File: src/rtl/fft_pkg.sv
// -----------------------------------------------------------------------------
// fft_pkg
// Definitions shared by the radix-2 SDF FFT stage blocks (butterfly and
// stage controller).
//   - FFT_N               : default transform size of the pipeline (32 points)
//   - STAGE_DEPTH_DEFAULT : feedback delay length of the first stage (N/2)
//   - stage_state_t       : 2-bit butterfly stage-state code
//   - is_input_phase()    : true in the states that consume upstream samples
// -----------------------------------------------------------------------------
package fft_pkg;

  localparam int FFT_N               = 32;
  localparam int STAGE_DEPTH_DEFAULT = FFT_N / 2;

  // The encoding is shared with the butterfly datapath, so the values are fixed.
  typedef enum logic [1:0] {
    ST_IDLE    = 2'b00,
    ST_FIRST   = 2'b01,
    ST_SECOND  = 2'b10,
    ST_WAITING = 2'b11
  } stage_state_t;

  // WAITING fills the delay line and FIRST emits sums. Both consume one
  // upstream sample per accepted cycle.
  function automatic logic is_input_phase(input stage_state_t s);
    return (s == ST_WAITING) || (s == ST_FIRST);
  endfunction

endpackage

File: src/rtl/sdf_r2_stage_ctrl_if.sv
// -----------------------------------------------------------------------------
// sdf_r2_stage_ctrl_if
// Bundle between one SDF stage controller and its surroundings (upstream
// sample source, butterfly, delay line and twiddle ROM).
//
// Handshake: a sample moves from upstream into the stage on every rising clk
// edge where in_valid and in_ready are both 1. in_valid may rise or fall on
// any cycle. in_ready depends only on the controller state. Upstream must hold
// its sample while in_valid=1 and in_ready=0. out_valid has no back-pressure.
// The downstream side takes the butterfly output on every cycle where
// out_valid=1.
//
// Signals:
//   en          stage enable (level)                 master -> slave
//   in_valid    upstream sample valid                master -> slave
//   in_ready    stage accepts a sample this cycle    slave  -> master
//   bf_state    butterfly stage-state code           slave  -> master
//   sr_en       delay-line shift enable              slave  -> master
//   tw_idx      twiddle index, nonzero only in SECOND slave -> master
//   out_valid   butterfly output valid               slave  -> master
//   frame_done  pulse on the last SECOND cycle       slave  -> master
//   frame_cnt   frames completed, modulo 256         slave  -> master
//               (present only with SDF_CTRL_FRAME_CNT_EN)
//
// Modports: slave = the stage controller, master = its environment.
// -----------------------------------------------------------------------------
interface sdf_r2_stage_ctrl_if
  import fft_pkg::*;
#(
  parameter int DEPTH = 16,
  parameter int IDX_W = $clog2(DEPTH)
);

  logic             en;
  logic             in_valid;
  logic             in_ready;
  stage_state_t     bf_state;
  logic             sr_en;
  logic [IDX_W-1:0] tw_idx;
  logic             out_valid;
  logic             frame_done;
`ifdef SDF_CTRL_FRAME_CNT_EN
  logic [7:0]       frame_cnt;

  modport master (
    output en, in_valid,
    input  in_ready, bf_state, sr_en, tw_idx, out_valid, frame_done, frame_cnt
  );

  modport slave (
    input  en, in_valid,
    output in_ready, bf_state, sr_en, tw_idx, out_valid, frame_done, frame_cnt
  );
`else
  modport master (
    output en, in_valid,
    input  in_ready, bf_state, sr_en, tw_idx, out_valid, frame_done
  );

  modport slave (
    input  en, in_valid,
    output in_ready, bf_state, sr_en, tw_idx, out_valid, frame_done
  );
`endif

endinterface

File: src/rtl/sdf_r2_stage_ctrl.sv
// -----------------------------------------------------------------------------
// sdf_r2_stage_ctrl
// Sequencer for one radix-2 single-path-delay-feedback FFT stage.
//
// One frame has three phases, each DEPTH counts long:
//   WAITING  DEPTH accepted samples are loaded into the delay line.
//   FIRST    DEPTH accepted samples. The butterfly emits sums and the delay
//            line takes differences.
//   SECOND   DEPTH cycles with no input. The stored differences drain out
//            with twiddle W^cnt.
// At the end of SECOND the controller samples en. If en=1 it starts the next
// frame in WAITING. If en=0 it goes to IDLE.
//
// Ports:
//   clk    rising-edge clock
//   rst_n  asynchronous active-low reset
//   bus    sdf_r2_stage_ctrl_if.slave (en, in_valid -> in_ready, bf_state,
//          sr_en, tw_idx, out_valid, frame_done[, frame_cnt])
//
// Parameters:
//   DEPTH  delay-line length, a power of two and at least 2
//   IDX_W  counter / twiddle index width
//
// Build option:
//   SDF_CTRL_FRAME_CNT_EN  adds an 8-bit wrapping count of completed frames
//                          (bus.frame_cnt).
//
// bf_state is the state register itself, so it has no combinational path from
// the inputs. in_ready and out_valid are decoded from state and in_valid only.
// -----------------------------------------------------------------------------
module sdf_r2_stage_ctrl
  import fft_pkg::*;
#(
  parameter int DEPTH = STAGE_DEPTH_DEFAULT,
  parameter int IDX_W = $clog2(DEPTH)
) (
  input  logic                clk,
  input  logic                rst_n,
  sdf_r2_stage_ctrl_if.slave  bus
);

  localparam logic [IDX_W-1:0] CNT_LAST = IDX_W'(DEPTH - 1);
  localparam logic [IDX_W-1:0] CNT_ONE  = IDX_W'(1);

  stage_state_t     state_q, state_d;
  logic [IDX_W-1:0] cnt_q, cnt_d;

  logic             in_ready_w;
  logic             accept_w;
  logic             cnt_last_w;

  assign cnt_last_w = (cnt_q == CNT_LAST);
  assign accept_w   = bus.in_valid & in_ready_w;

  // ---------------------------------------------------------------------------
  // State and counter registers
  // ---------------------------------------------------------------------------
  always_ff @(posedge clk or negedge rst_n) begin
    if (!rst_n) begin
      state_q <= ST_IDLE;
      cnt_q   <= '0;
    end else begin
      state_q <= state_d;
      cnt_q   <= cnt_d;
    end
  end

  // ---------------------------------------------------------------------------
  // Next-state and counter logic
  // The counter returns to 0 on every state exit, so it never runs past
  // DEPTH-1.
  // ---------------------------------------------------------------------------
  always_comb begin
    state_d = state_q;
    cnt_d   = cnt_q;
    unique case (state_q)
      ST_IDLE: begin
        if (bus.en) begin
          state_d = ST_WAITING;
          cnt_d   = '0;
        end
      end
      ST_WAITING, ST_FIRST: begin
        // A stall (no accept) freezes both the phase and the count.
        if (accept_w) begin
          if (cnt_last_w) begin
            state_d = (state_q == ST_WAITING) ? ST_FIRST : ST_SECOND;
            cnt_d   = '0;
          end else begin
            cnt_d   = cnt_q + CNT_ONE;
          end
        end
      end
      ST_SECOND: begin
        // The drain phase never stalls. en is sampled only on its last cycle,
        // so dropping en mid-frame still lets the frame finish.
        if (cnt_last_w) begin
          state_d = bus.en ? ST_WAITING : ST_IDLE;
          cnt_d   = '0;
        end else begin
          cnt_d   = cnt_q + CNT_ONE;
        end
      end
      default: begin
        state_d = ST_IDLE;
        cnt_d   = '0;
      end
    endcase
  end

  // ---------------------------------------------------------------------------
  // Output decode
  // ---------------------------------------------------------------------------
  always_comb begin
    in_ready_w     = 1'b0;
    bus.in_ready   = 1'b0;
    bus.sr_en      = 1'b0;
    bus.out_valid  = 1'b0;
    bus.tw_idx     = '0;
    bus.frame_done = 1'b0;
    bus.bf_state   = state_q;

    in_ready_w   = is_input_phase(state_q);
    bus.in_ready = in_ready_w;

    unique case (state_q)
      ST_WAITING: begin
        bus.sr_en = bus.in_valid;
      end
      ST_FIRST: begin
        // The butterfly is combinational, so the sum appears in the accept cycle.
        bus.sr_en     = bus.in_valid;
        bus.out_valid = bus.in_valid;
      end
      ST_SECOND: begin
        bus.sr_en      = 1'b1;
        bus.out_valid  = 1'b1;
        bus.tw_idx     = cnt_q;
        bus.frame_done = cnt_last_w;
      end
      default: begin
        bus.sr_en = 1'b0;
      end
    endcase
  end

`ifdef SDF_CTRL_FRAME_CNT_EN
  // ---------------------------------------------------------------------------
  // Completed-frame counter, wraps 255 -> 0.
  // ---------------------------------------------------------------------------
  logic [7:0] frame_cnt_q, frame_cnt_d;

  always_comb begin
    frame_cnt_d = frame_cnt_q;
    if ((state_q == ST_SECOND) && cnt_last_w) begin
      frame_cnt_d = frame_cnt_q + 8'd1;
    end
  end

  always_ff @(posedge clk or negedge rst_n) begin
    if (!rst_n) begin
      frame_cnt_q <= '0;
    end else begin
      frame_cnt_q <= frame_cnt_d;
    end
  end

  assign bus.frame_cnt = frame_cnt_q;
`endif

endmodule
File: src/flat_wrapper.sv
// flat-port wrapper written by rule: the top's interface ports become plain ports
module sdf_r2_stage_ctrl_flat import fft_pkg::*;
#(
  parameter int DEPTH = STAGE_DEPTH_DEFAULT,
  parameter int IDX_W = $clog2(DEPTH)
)
  (clk, rst_n, bus_en, bus_in_valid, bus_in_ready, bus_bf_state, bus_sr_en, bus_tw_idx, bus_out_valid, bus_frame_done);
  sdf_r2_stage_ctrl_if #(.DEPTH(DEPTH), .IDX_W(IDX_W)) bus_i ();
  input  logic clk;
  input  logic rst_n;
  input wire logic [$bits(bus_i.en)-1:0] bus_en;
  input wire logic [$bits(bus_i.in_valid)-1:0] bus_in_valid;
  output wire logic [$bits(bus_i.in_ready)-1:0] bus_in_ready;
  output wire logic [$bits(bus_i.bf_state)-1:0] bus_bf_state;
  output wire logic [$bits(bus_i.sr_en)-1:0] bus_sr_en;
  output wire logic [$bits(bus_i.tw_idx)-1:0] bus_tw_idx;
  output wire logic [$bits(bus_i.out_valid)-1:0] bus_out_valid;
  output wire logic [$bits(bus_i.frame_done)-1:0] bus_frame_done;
  assign bus_i.en = bus_en;
  assign bus_i.in_valid = bus_in_valid;
  assign bus_in_ready = bus_i.in_ready;
  assign bus_bf_state = bus_i.bf_state;
  assign bus_sr_en = bus_i.sr_en;
  assign bus_tw_idx = bus_i.tw_idx;
  assign bus_out_valid = bus_i.out_valid;
  assign bus_frame_done = bus_i.frame_done;
  sdf_r2_stage_ctrl #(.DEPTH(DEPTH), .IDX_W(IDX_W)) u_core (.clk(clk), .rst_n(rst_n), .bus(bus_i));
endmodule
File: config.mk
export PLATFORM = sky130hd
export DESIGN_NAME = sdf_r2_stage_ctrl_flat
export DESIGN_NICKNAME = d
export VERILOG_FILES = /design/src/rtl/fft_pkg.sv /design/src/rtl/sdf_r2_stage_ctrl_if.sv /design/src/rtl/sdf_r2_stage_ctrl.sv /design/src/flat_wrapper.sv
export SDC_FILE = /design/constraint.sdc
export NUM_CORES = 1
export LEC_CHECK = 0
export CAP_MARGIN = 0
export CORE_AREA = 5 5 42 44
export DETAILED_ROUTE_END_ITERATION = 10
export DIE_AREA = 0 0 47 49
export GPL_TIMING_DRIVEN = 0
export SYNTH_ARGS = -nofsm -noshare
export SYNTH_HDL_FRONTEND = slang
export SYNTH_SLANG_ARGS = --single-unit
File: constraint.sdc
create_clock -name clk -period 2.15 [get_ports clk]
set_input_delay 0.43 -clock clk [delete_from_list [all_inputs] [get_ports clk]]
set_output_delay 0.43 -clock clk [all_outputs]
set_load 0.05 [all_outputs]
# ---- After elaboration in Yosys (flattened, before gate mapping)
# Index checks and enable logic that the tools add are counted.
dict set report word_totals {
  reg_bits 6
  in_bits 4
  out_inout_bits 10
  word_cells 32
}
dict set report op_classes {
  mux 15
  eq_ne 8
  bitwise 1
  addsub 1
  reduce_logical 5
}
# op n
set op_table {}
lappend op_table {{$mux 4} 4}
lappend op_table {{$mux 2} 6}
lappend op_table {{$pmux 4 s3} 1}
lappend op_table {{$ne 2x1->1 const B} 3}
lappend op_table {{$pmux 2 s3} 1}
lappend op_table {{$add 4x1->4 const B} 1}
lappend op_table {{$eq 2x2->1 const B} 2}
lappend op_table {{$eq 4x4->1 const B} 1}
lappend op_table {{$pmux 1 s2} 2}
lappend op_table {{$reduce_and 4->1} 1}
lappend op_table {{$eq 2x1->1 const B} 1}
lappend op_table {{$logic_not 2->1} 1}
lappend op_table {{$ne 2x2->1 const B} 1}
lappend op_table {{$reduce_and 2->1} 1}
lappend op_table {{$reduce_or 2->1} 1}
lappend op_table {{$and 1x1->1} 1}
lappend op_table {{$logic_or 1x1->1} 1}
lappend op_table {{$mux 1} 1}

# ---- Logic depth before layout (Yosys ltp)
dict set report logic_depth {
  word_depth 5
  ltp_mapped 6
  ltp_nobuf 6
}

# ---- Worst setup path before layout
# No wires, ideal clock.
dict set report synth_timing {
  kind {register to output}
  start {register u_core.state_q[0], in the netlist u_core.bus.bf_state[0]}
  end {output bus_frame_done}
  stages_incl_launch_ff 5
  arrival_time_ns 2.283
  path_slack_ns -0.563
  path_cell_list {dfrtp_1 > inv_1 > ha_1 > and2_1 > nor2b_1}
}
dict set report synth_between {
  elab_chain_len 2
}
# element line
set synth_lines {}
lappend synth_lines {{start: declaration} sdf_r2_stage_ctrl.sv:45} ;# stage_state_t state_q, state_d;
lappend synth_lines {{start signal: assignment} sdf_r2_stage_ctrl.sv:63} ;# state_q <= state_d;
lappend synth_lines {{$eq 2x2->1} sdf_r2_stage_ctrl.sv:126} ;# unique case (state_q)
lappend synth_lines {{$mux 1} sdf_r2_stage_ctrl.sv:126}
lappend synth_lines {{end: declaration} flat_wrapper.sv:18} ;# output wire logic [$bits(bus_i.frame_done)-1:0] bus_frame_done;
# No other way between the ends.

# ---- Worst setup path in the final report
dict set report layout_timing {
  start {register u_core.state_q[0], in the netlist u_core.bus.bf_state[0]}
  end {output bus_tw_idx[2]}
}
dict set report layout_between {
  elab_chain_len 2
}
# element line
set layout_lines {}
lappend layout_lines {{$eq 2x2->1} sdf_r2_stage_ctrl.sv:126}
lappend layout_lines {{$mux 4} sdf_r2_stage_ctrl.sv:126}
lappend layout_lines {{end: declaration} flat_wrapper.sv:16} ;# output wire logic [$bits(bus_i.tw_idx)-1:0] bus_tw_idx;
# No other way between the ends.

==> flow_summary.yaml <==
synthesis:
  syn-num-nets: 59
  netlist_area_um2: 477
  ys_seq_elements: 6
  synthAdderAreaFrac: 0.157
  ys.flop_type: "dfrtp_1"
  netlist_instances: 49
  synth_commonest_cells: "6 x dfrtp_1, 6 x ha_1"
  synth_top_family_by_area: "compound AO/OA/AOI/OAI gates"
  synth_top_cell_by_area: "dfrtp_1"
  synth_edf_count: 0
  synth-seq-area-share: 0.315
  synth-xor-area-share: 0
  synth_compound_area_frac: 0.255
  ys_warn_count: 0
  yosys.area_share.simple: 0.249
  synth_cell_types: 25
  yosys.area.top_type_share: 0.315
  synth_mux_area_frac: 0
  async_reset_ff_frac: 1.00
  ys_top_cells_by_area: "dfrtp_1 31%, ha_1 16%, a22o_1 5.5%"
  synth.avg_cell_area_um2: 9.73
placement:
  dp_slack_ns: -0.357
  place_congestion: 0.758
  place_area_um2: 637
  dp.cells: 78
  dp_hpwl_um: 780
  portBuffers: 13
floorplan:
  die_w_um: 47
  rows: 14
  io-pin-count: 14
  dieArea_um2: 2300
  start_util: 0.340
  fp.coreArea_um2: 1400
  dieHeight_um: 49
global_routing:
  antenna_found_initial: 0
  grt.overflow.total: 0
  grt_max_degree: 8
  grtUsageMet2: 0.120
  grt_pass1_wl_mm: 1.66
  grt_use_total: 0.101
  grt-busiest-layer: "met1"
  grt_pass1_vias: 351
  grtUsageMet3: 0.0148
  grtUsageMet1: 0.153
clock_network:
  cts_buffers: 3
  root_buffer: "clkbuf_4"
  clk_path_buf_depth: 2
  cts.sinks: 6
  cts_htree_levels: 1
  clock_latency_ns: 0.24
  post_cts_buffers: 0
  cts_tree: "done"
  hold_buffers: 0
  cts.clk_slew.worst_paths_ns: 0.04
routing:
  wl_mm: 1.00
  drtPass1Iterations: 4
  wire_per_inst_um: 12.4
  drt_iter0_drc: 8
  drc_errors: 0
  vias_per_cell: 4.98
  vias: 403
  ant_nets: 0
cells_and_area:
  area_growth_pct: 36.0
  drive_gt1_frac: 0.338
  antenna_cells: 0
  fin_area_um2: 648
  final_net_count: 77
  fin_cells: 81
setup_path:
  critPathKind: "flop to primary output"
  r2r-end: "u_core.cnt_q[3]"
  worstPathRequired_ns: 1.72
  worstPathArrival_ns: 1.63
  crit_fanout: 7
  r2r_cells: 6
  end_kind: "primary output"
  regToRegStartpoint: "u_core.bus.bf_state[1]"
  ff2ff_setup_slack_ns: 0.45
  crit_path_start_kind: "flop"
sta:
  setup_viol: 0
  rsz0062_at_grt: "true"
  clock_skew_ns: 0.000897
  finalCritPeriodShare: 0.958
  finalCriticalPeriod_ns: 2.06
  tightest_slew_ns: 0.492
  hold_viol_final: 0
  timing.final.ws_setup_ns: 0.0904
  slew_headroom: 0.671
  report.final.slew_viol_count: 0
  hold-worst-slack_ns: 0.423
  fmax_mhz: 486
min_path:
  min_path_type: "input port to asynchronous set/reset pin"
status:
  status: "finished clean"
run:
  maxCapViolations: 0
==> timing repair <==
item                                    CTS  global route
pin swaps                                 0             0
gates resized for setup                  27             8
endpoints found under the setup margin    8             6
==> cell type report <==
class,instances,area [um2]
clock buffers,3,22.5
fillers,150,753
inverters,3,11.3
multi-input cells,40,333
flip-flops and latches,6,150
well taps,16,20.0
repair buffers,13,111
==> cells in the final DEF (no fill, tap or decap), types with 2 or more instances in the layout <==
cell type | netlist | layout
clkdlybuf4s50_1 | 0 | 5
dfrtp_1 | 6 | 6
nor2_1 | 3 | 3
clkdlybuf4s15_2 | 0 | 3
a22o_1 | 3 | 3
buf_2 | 0 | 3
a21oi_1 | 3 | 3
nand2_1 | 3 | 3
clkbuf_4 | 0 | 4
nor3b_1 | 2 | 2
ha_1 | 6 | 5
inv_1 | 3 | 3
and2_1 | 3 | 3
==> flip-flops by register name, indices dropped and copies added, names as in the netlist <==
register             flops
u_core.cnt_q             4
u_core.bus.bf_state      2
==> stage by stage <==
stage | TNS (ns) | util
floorplan | -0.204 | -
global placement | -1.66 | 0.454
detailed placement | -1.59 | 0.454
CTS | 0 | 0.473
global route | -0.00151 | 0.463
finish | 0 | 0.463
==> layer usage <==
layer / share of wire / vias to the layer above / wire length (um)
met5: 0 / - / 0
li1: - / 212 / -
met4: 0.027 / 0 / 27
met2: 0.42 / 7 / 425
met1: 0.51 / 180 / 512
met3: 0.037 / 4 / 37
==> how the worst max path moves through the flow <==
| stage | end | slack [ns] | start | cells after the start |
|---|---|---|---|---|
| final | bus_tw_idx[2] | 0.09 | u_core.bus.bf_state[0] | 4 |
| after global routing | bus_frame_done | -0.002 | u_core.bus.bf_state[0] | 5 |
| after CTS | bus_sr_en | 0.0006 | bus_in_valid | 4 |
| after detailed placement | bus_out_valid | -0.36 | bus_in_valid | 4 |
| after global placement | bus_out_valid | -0.35 | bus_in_valid | 4 |
| after floorplan | bus_frame_done | -0.20 | u_core.bus.bf_state[0] | 4 |
==> cells by family (layout without fill, tap and decap cells) <==
kind of cell	Yosys count	after routing
adder cells (fa/ha/maj)	6	6
buffers and inverters	3	19
AND/OR/NAND/NOR	20	20
flip-flops	6	6
AO/OA/AOI/OAI	14	14
==> critical path, stage by stage, from the launching register on <==
cell and delay, ns:
dfrtp_1 0.45, inv_1 0.16, ha_2 0.27, and2_2 0.15
clkdlybuf4s15_2 0.36
Power is left out: the tool's default activity adds up to more than one toggle a clock period on the data nets, which glitch-free logic cannot reach.
